--- src/rtl/req_front_queue.sv ---
// Request front-end for random_arbiter: per-port FIFOs feed the req vector, the granted head is
// forwarded with its port id, and per-port wait counters raise starve after K ungranted cycles.
module req_front_queue #(
    parameter int NUM_REQS = 4,
    parameter int DATA_W   = 8,
    parameter int DEPTH    = 4,
    parameter int K        = 100
) (
    input  logic                          clk,
    input  logic                          rst,
    input  logic [NUM_REQS-1:0]           in_valid,
    output logic [NUM_REQS-1:0]           in_ready,
    input  logic [NUM_REQS*DATA_W-1:0]    in_data,
    output logic [NUM_REQS-1:0]           req,
    input  logic [NUM_REQS-1:0]           grant,
    output logic                          out_valid,
    output logic [DATA_W-1:0]             out_data,
    output logic [$clog2(NUM_REQS)-1:0]   out_id,
    output logic [NUM_REQS-1:0]           starve,
    output logic                          protocol_err
);

    localparam int PTR_W  = $clog2(DEPTH);
    localparam int CNT_W  = PTR_W + 1;
    localparam int WAIT_W = $clog2(K + 1);
    localparam int ID_W   = $clog2(NUM_REQS);

    logic [DATA_W-1:0] mem      [NUM_REQS][DEPTH];
    logic [PTR_W-1:0]  wr_ptr   [NUM_REQS];
    logic [PTR_W-1:0]  rd_ptr   [NUM_REQS];
    logic [CNT_W-1:0]  count    [NUM_REQS];
    logic [WAIT_W-1:0] wait_cnt [NUM_REQS];

    logic [NUM_REQS-1:0] push;
    logic [NUM_REQS-1:0] pop;
    logic [NUM_REQS-1:0] wait_clr;
    logic                multi_grant;
    logic                unreq_grant;
    logic                grant_err;
    logic                grant_ok;
    logic [ID_W-1:0]     grant_idx;
    logic [DATA_W-1:0]   head_data;

    // Handshake status is a pure decode of the counts, so no input reaches in_ready or req.
    always_comb begin
        in_ready = '0;
        req      = '0;
        for (int i = 0; i < NUM_REQS; i++) begin
            in_ready[i] = (count[i] != CNT_W'(DEPTH));
            req[i]      = (count[i] != '0);
        end
    end

    assign multi_grant = |(grant & (grant - NUM_REQS'(1)));
    assign unreq_grant = |(grant & ~req);
    assign grant_err   = multi_grant | unreq_grant;
    assign grant_ok    = (|grant) & ~grant_err;
    assign pop         = grant_ok ? grant : '0;
    assign push        = in_valid & in_ready;
    assign wait_clr    = ~req | pop;

    always_comb begin
        grant_idx = '0;
        head_data = '0;
        for (int i = 0; i < NUM_REQS; i++) begin
            if (grant[i]) begin
                grant_idx = ID_W'(i);
                head_data = mem[i][rd_ptr[i]];
            end
        end
    end

    // Payload storage carries no reset; validity is tracked entirely by the counts.
    always_ff @(posedge clk) begin
        for (int i = 0; i < NUM_REQS; i++) begin
            if (push[i]) begin
                mem[i][wr_ptr[i]] <= in_data[i*DATA_W +: DATA_W];
            end
        end
    end

    always_ff @(posedge clk) begin
        for (int i = 0; i < NUM_REQS; i++) begin
            if (rst) begin
                wr_ptr[i] <= '0;
                rd_ptr[i] <= '0;
                count[i]  <= '0;
            end else begin
                if (push[i]) begin
                    wr_ptr[i] <= wr_ptr[i] + PTR_W'(1);
                end
                if (pop[i]) begin
                    rd_ptr[i] <= rd_ptr[i] + PTR_W'(1);
                end
                case ({push[i], pop[i]})
                    2'b10:   count[i] <= count[i] + CNT_W'(1);
                    2'b01:   count[i] <= count[i] - CNT_W'(1);
                    default: count[i] <= count[i];
                endcase
            end
        end
    end

    // starve clears on the same edge as its counter so a grant drops it the very next cycle.
    always_ff @(posedge clk) begin
        for (int i = 0; i < NUM_REQS; i++) begin
            if (rst || wait_clr[i]) begin
                wait_cnt[i] <= '0;
                starve[i]   <= 1'b0;
            end else begin
                if (wait_cnt[i] != WAIT_W'(K)) begin
                    wait_cnt[i] <= wait_cnt[i] + WAIT_W'(1);
                end
                starve[i] <= (wait_cnt[i] == WAIT_W'(K));
            end
        end
    end

    always_ff @(posedge clk) begin
        if (rst) begin
            out_valid    <= 1'b0;
            out_data     <= '0;
            out_id       <= '0;
            protocol_err <= 1'b0;
        end else begin
            out_valid <= grant_ok;
            if (grant_ok) begin
                out_data <= head_data;
                out_id   <= grant_idx;
            end
            if (grant_err) begin
                protocol_err <= 1'b1;
            end
        end
    end

endmodule

--- config.mk ---
export PLATFORM = sky130hd
export DESIGN_NAME = req_front_queue
export DESIGN_NICKNAME = d
export VERILOG_FILES = /design/src/rtl/req_front_queue.sv
export SDC_FILE = /design/constraint.sdc
export NUM_CORES = 1
export LEC_CHECK = 0
export ABC_AREA = 1
export CAP_MARGIN = 30
export CELL_PAD_IN_SITES_DETAIL_PLACEMENT = 1
export CELL_PAD_IN_SITES_GLOBAL_PLACEMENT = 2
export CORE_ASPECT_RATIO = 0.75
export CORE_MARGIN = 2
export CORE_UTILIZATION = 35
export DETAILED_ROUTE_END_ITERATION = 8
export PLACE_DENSITY_LB_ADDON = 0.05
export SETUP_SLACK_MARGIN = 0.15
export SKIP_LAST_GASP = 1
export SLEW_MARGIN = 40
export SYNTH_ARGS = -nofsm -noshare
export SYNTH_HDL_FRONTEND = slang
export SYNTH_SLANG_ARGS = --single-unit
--- constraint.sdc ---
create_clock -name clk -period 2.59 [get_ports clk]
set_input_delay 0.259 -clock clk [delete_from_list [all_inputs] [get_ports clk]]
set_output_delay 0.259 -clock clk [all_outputs]
set_load 0.1 [all_outputs]
## Word level (Yosys, flattened, before mapping)

Memory sizes are Yosys's and may differ from the RTL's.
Index checks and enable logic that the tools add are counted.

| word-level totals | value |
|---|---|
| memories kept | 5 |
| logic and storage cells | 263 |
| register bits | 16 |
| memory bits (read-only) | 0 |
| bits in writable memories | 184 |
| bits in latches | 0 |
| output and inout bits | 24 |

| operators by class | value |
|---|---|
| reductions and logical operators | 19 |
| shifts and indexed selects | 0 |
| bitwise gates (word level) | 40 |
| order comparisons | 12 |
| $mul | 0 |
| muxes and demuxes | 138 |
| divide/modulo/power cells | 0 |
| add/sub/neg operators | 21 |
| equality and inequality tests | 20 |

Memories:

| memory | depth | bits a word | read ports | clocked after Yosys merged registers in | wr ports | line | RTL |
|---|---|---|---|---|---|---|---|
| mem | 4 | 32 | 4 | 0 | 4 | 28 | `logic [DATA_W-1:0] mem [NUM_REQS][DEPTH];` |
| wait_cnt | 4 | 7 | 4 | 0 | 4 | 32 | `logic [WAIT_W-1:0] wait_cnt [NUM_REQS];` |
| count | 4 | 3 | 4 | 0 | 4 | 31 | `logic [CNT_W-1:0] count [NUM_REQS];` |
| rd_ptr | 4 | 2 | 4 | 0 | 4 | 30 | `logic [PTR_W-1:0] rd_ptr [NUM_REQS];` |
| wr_ptr | 4 | 2 | 4 | 0 | 4 | 29 | `logic [PTR_W-1:0] wr_ptr [NUM_REQS];` |

Operators with widths:

| operator | number |
|---|---|
| $mux 32 | 4 |
| $mux 8 | 16 |
| $mux 1 | 83 |
| $bmux 8 s2 | 4 |
| $demux 8 s2 | 4 |
| $mux 3 | 12 |
| $add 7x1->7 const B | 4 |
| $eq 7x7->1 const B | 4 |
| $mux 7 | 4 |
| $ne 7x7->1 const B | 4 |
| $or 1x1->1 | 25 |
| $ge 3x3->1 const B | 8 |
| $not 2->3 | 8 |
| $mux 2 | 10 |
| $add 2x1->2 const B | 8 |
| $add 3x1->3 const B | 4 |
| $and 4x4->4 | 3 |
| $lt 3x1->1 const B | 4 |
| $ne 3x3->1 const B | 4 |
| $reduce_bool 3->1 | 4 |
| $reduce_or 4->1 | 3 |
| $sub 3x1->3 const B | 4 |
| $eq 2x1->1 const B | 4 |
| $eq 2x2->1 const B | 4 |
| other kinds (9) | 18 |

## Logic depth before layout (Yosys ltp)

An unclocked memory read counts as a cell.

| logic depth | value |
|---|---|
| depth in word-level cells | 16 |
| depth in mapped cells | 18 |
| mapped depth without buffers | 17 |

## Least setup slack after synthesis

No wires, ideal clock.

| timing | value |
|---|---|
| path kind | register to register |
| from | mem count[2][0] (netlist name) |
| to | mem count[2][2] (netlist name) (data pin) |
| data arrival time | 2.753 ns |
| buffers on the path | 0 |
| library setup time | 0.262 ns |
| cell stages (with the launch flop) | 12 |
| setup slack | -0.425 ns |
| cell sequence | edfxtp_1 -> nor2_1 -> nand2_1 -> nand2_1 -> ha_1 -> inv_1 -> nor2_1 -> inv_1 -> fa_1 -> xnor2_1 -> o21bai_1 -> a21oi_1 |

RTL lines:

| element | line |
|---|---|
| from (decl) | 31 |

==> impl_summary.log <==
INFO  metric track_usage = between 10% and 20%
INFO  metric cts_tree = yes
INFO  metric period_share = between 90 and 100%
INFO  metric route.detailed.vias_per_inst = around 4.7
INFO  metric final-setup-viol-count = 0
INFO  metric cellPowerDensity = 685.0 nW/um^2
INFO  metric ys_dominant_reg_cell = sky130_fd_sc_hd__edfxtp_1
INFO  metric post-dp-hpwl = approximately 17000 um
INFO  metric slew_headroom = about three fifths
INFO  metric cts_buffers = 17
INFO  metric clock_power_share = about a third
INFO  metric floorplan.io_pins = 66
INFO  metric vias_after_detailed_routing = between 6k and 7k
INFO  metric seq_pwr_share = roughly half
INFO  metric detailedPlace.worstSlack = -0.2294 ns
INFO  metric drt_iter0_markers = 344
INFO  metric die_area = about 28000 um^2
INFO  metric timing.critical_path.arrival = between 2 and 3 ns
INFO  metric synth_area_leader_cell = sky130_fd_sc_hd__edfxtp_1
INFO  metric yosys.cell_count.top_type = sky130_fd_sc_hd__edfxtp_1
INFO  metric hold_violations = 0
INFO  metric outcome = finished, final reports clean
INFO  metric netlist_instances = a little under 900
INFO  metric swShare = between 20% and 30%
INFO  metric crit_fanout = 2
INFO  metric transition_time_at_the_pin_with_the_least_slew_margin = roughly 0.61 ns
INFO  metric clock.fmax = 401.4 MHz
INFO  metric cp-start-kind = flip-flop
INFO  metric fin_worst_hold_slack = 0.4421 ns
INFO  metric grt_max_degree = 21
INFO  metric final.setup.worst_slack = 0.09902 ns
INFO  metric port_buffers = 65
INFO  metric synth.cells.most_frequent = sky130_fd_sc_hd__edfxtp_1 (184), sky130_fd_sc_hd__nand2_1 (155), sky130_fd_sc_hd__nor2_1 (115)
INFO  metric route.detailed.drc = 0
INFO  metric drt-total-wl = about 24000 um
INFO  metric finish.instance_area = ~12000 um^2
INFO  metric grt_pass1_vias = slightly below 7k
INFO  metric ant_nets = 0
INFO  metric global_route_wire_length_before_repair = 38090 um
INFO  metric cts.sink_count = 200
INFO  metric synth-seq-area-share = 61.99%
INFO  metric fraction_of_layout_instances_using_a_drive_strength_above_1 = between 10% and 20%
INFO  metric maxCapViolations = 0
INFO  metric power.share.combinational = between 15 and 20%
INFO  metric total_leakage_power = 0.004497 uW
INFO  metric layout-area-overhead-vs-synth = 22.10%
INFO  metric worst_hold_path_type = input pin to flip-flop
INFO  metric synth_async_sr_flop_share = 0%
INFO  metric hold_buffers = 0
INFO  metric placementRows = 51
INFO  metric worst_setup_path_type = flip-flop to flip-flop
INFO  metric remaining_global_route_overflow = 0
INFO  metric clock_path_buffers = 2
INFO  metric cp_data_required_time = 2.79 ns
INFO  metric design.final.nets = approximately 1.1k
INFO  metric clk-insertion-delay-late = 0.45 ns
INFO  metric finalMaxSlewViolations = 0
INFO  metric layout.core_utilization = between 40% and 50%
INFO  metric synth_area = about 9400 um^2
INFO  metric post-route-min-period = 2.491 ns
INFO  metric synth_area_leaders = sky130_fd_sc_hd__edfxtp_1 (59%), sky130_fd_sc_hd__nand2_1 (6.2%), sky130_fd_sc_hd__ha_1 (5.4%)
INFO  metric finalClockSkew = between 0.01 and 0.015 ns
INFO  metric setup.worst_path.end_class = flip-flop
INFO  metric placed_area = approximately 11000 um^2
INFO  metric wl_per_cell = roughly 18 um
INFO  metric yosysTopAreaCellShare = around three fifths
INFO  metric seq_cells_post_synth = 200
INFO  metric syn_area_per_cell = between 10 and 15 um^2
INFO  metric cts.reportedPaths.clkPinSlew = 0.08 ns
INFO  metric max-vdd-ir-drop = 458.8 uV
INFO  metric syn_nets = between 900 and 1k
INFO  metric synth.distinct_cells = 38
INFO  metric die_y = about 150 um
INFO  metric coreArea = between 20000 and 30000 um^2
INFO  metric clk_root_buffer_cell = sky130_fd_sc_hd__clkbuf_16
INFO  metric synth_warnings = 0
INFO  metric drt_first_pass_iters = 5
INFO  metric grt_antenna_before_repair = 0
INFO  metric synth-edff-count = roughly 180
INFO  metric routabilityCongestion = 0.7954
INFO  metric sw_pwr = roughly 2300 uW
INFO  metric dieWidth = 193.5 um
INFO  metric fin_tns_setup = 0 ns
INFO  metric num_antenna_cells = 0
INFO  metric intPower = about 5600 uW
INFO  metric setup_repair_after_global_routing_missed_its_margin = true
INFO  metric initial_core_util = between 30% and 40%
INFO  metric cts_htree_levels = 4
-- cells in the final DEF, fill, tap and decap left out, types with 9 or more instances in the layout --
cell                              instances
sky130_fd_sc_hd__nand2_1                150
sky130_fd_sc_hd__buf_4                   93
sky130_fd_sc_hd__nand4_1                 11
sky130_fd_sc_hd__nand2_2                  9
sky130_fd_sc_hd__inv_2                   16
sky130_fd_sc_hd__clkdlybuf4s50_1         41
sky130_fd_sc_hd__xnor2_1                 11
sky130_fd_sc_hd__inv_1                   80
sky130_fd_sc_hd__nand3_1                 52
sky130_fd_sc_hd__ha_1                    38
sky130_fd_sc_hd__o21ai_0                 55
sky130_fd_sc_hd__nor3_1                   9
sky130_fd_sc_hd__dfxtp_1                 16
sky130_fd_sc_hd__nor2_2                  15
sky130_fd_sc_hd__xor2_1                  15
sky130_fd_sc_hd__nor2_1                 114
sky130_fd_sc_hd__clkbuf_16               17
sky130_fd_sc_hd__edfxtp_1               184
-- cells by family (layout without fill, tap and decap cells) --
group           Yosys count  count (layout)  synth area share (%)
fa+ha+maj                42              42                 5.652
buf+inv                 128             264                 5.692
simple gates            393             393                 19.45
xor+xnor                 27              27                 2.508
compound gates           81              81                 4.710
flops                   200             200                 61.99
-- metal layers --
layer | routed length, um | part of all wire (%) | track usage, % | vias up
met5 | 0 | 0 | 0 | -
li1 | - | - | - | 3178
met4 | 318 | 1.3 | 5.000 | 0
met2 | 11180 | 47 | 28.45 | 62
met3 | 560 | 2.3 | 3.280 | 20
met1 | 11790 | 49 | 23.97 | 3116
-- state kept, by name, summed over array words and instances, names as in the netlist --
name,count
out_data,8
starve,4
wait_cnt,28
out_valid,1
wr_ptr,8
mem,128
protocol_err,1
out_id,2
rd_ptr,8
count,12
-- power by group through the flow --
stage	Sequential (uW)	Combinational, uW	Clock [uW]
2_1_floorplan	3970	732	0
3_3_place_gp	3910	1220	0
3_5_place_dp	3920	1260	0
4_1_cts	3840	1310	2830
5_1_grt	3860	1430	2940
6_report	3840	1300	2750
-- through the flow --
stage | power, uW | std cells
final | 7887 | 1351
after global routing | 8239 | 1351
after CTS | 7979 | 1350
after detailed placement | 5173 | 1304
after global placement | 5121 | 1304
after floorplan | 4704 | 871
-- layout make-up --
type	count	area, um^2
clock buffers	17	425.4
clock inverters	15	181.4
fillers	2843	14710
inverters	98	367.9
multi-input cells	543	3156
flip-flops and latches	200	5846
well taps	344	430.4
repair buffers	134	1109
-- worst paths after layout --
path                            start                        end  slack (ns)  cells past startpoint
min reg2reg  out_data[4]$_SDFFE_PP0N_   out_data[4]$_SDFFE_PP0N_        0.48                      2
max reg2reg     count[0][1]$_DFFE_PP_  count[2][2]$_SDFFCE_PN0P_         0.1                     17
max             count[0][1]$_DFFE_PP_  count[2][2]$_SDFFCE_PN0P_         0.1                     17
min                       in_data[15]        mem[1][7]$_DFFE_PP_        0.44                      1
-- critical path, stage by stage (launching register included) --
cell and delay [ns]:
sky130_fd_sc_hd__edfxtp_1 0.40, sky130_fd_sc_hd__inv_2 0.07, sky130_fd_sc_hd__ha_4 0.18, sky130_fd_sc_hd__nand2_8 0.07
sky130_fd_sc_hd__nand2_2 0.05, sky130_fd_sc_hd__nand2_2 0.07, sky130_fd_sc_hd__nand2_2 0.07, sky130_fd_sc_hd__nor2_4 0.11
sky130_fd_sc_hd__nand3_4 0.07, sky130_fd_sc_hd__inv_2 0.07, sky130_fd_sc_hd__ha_4 0.13, sky130_fd_sc_hd__inv_2 0.04
sky130_fd_sc_hd__nor2_4 0.10, sky130_fd_sc_hd__inv_2 0.05, sky130_fd_sc_hd__fa_2 0.35, sky130_fd_sc_hd__xnor2_2 0.16
sky130_fd_sc_hd__o21bai_1 0.18, sky130_fd_sc_hd__a21oi_1 0.06
-- what timing repair did --
item                                    4_1_cts  5_1_grt
pin swaps                                    12        9
setup buffers                                14        1
gates cloned                                  0        0
endpoints found under the setup margin        1       14
gates resized for setup                       8        4
Power figures use the tool's default switching activity.
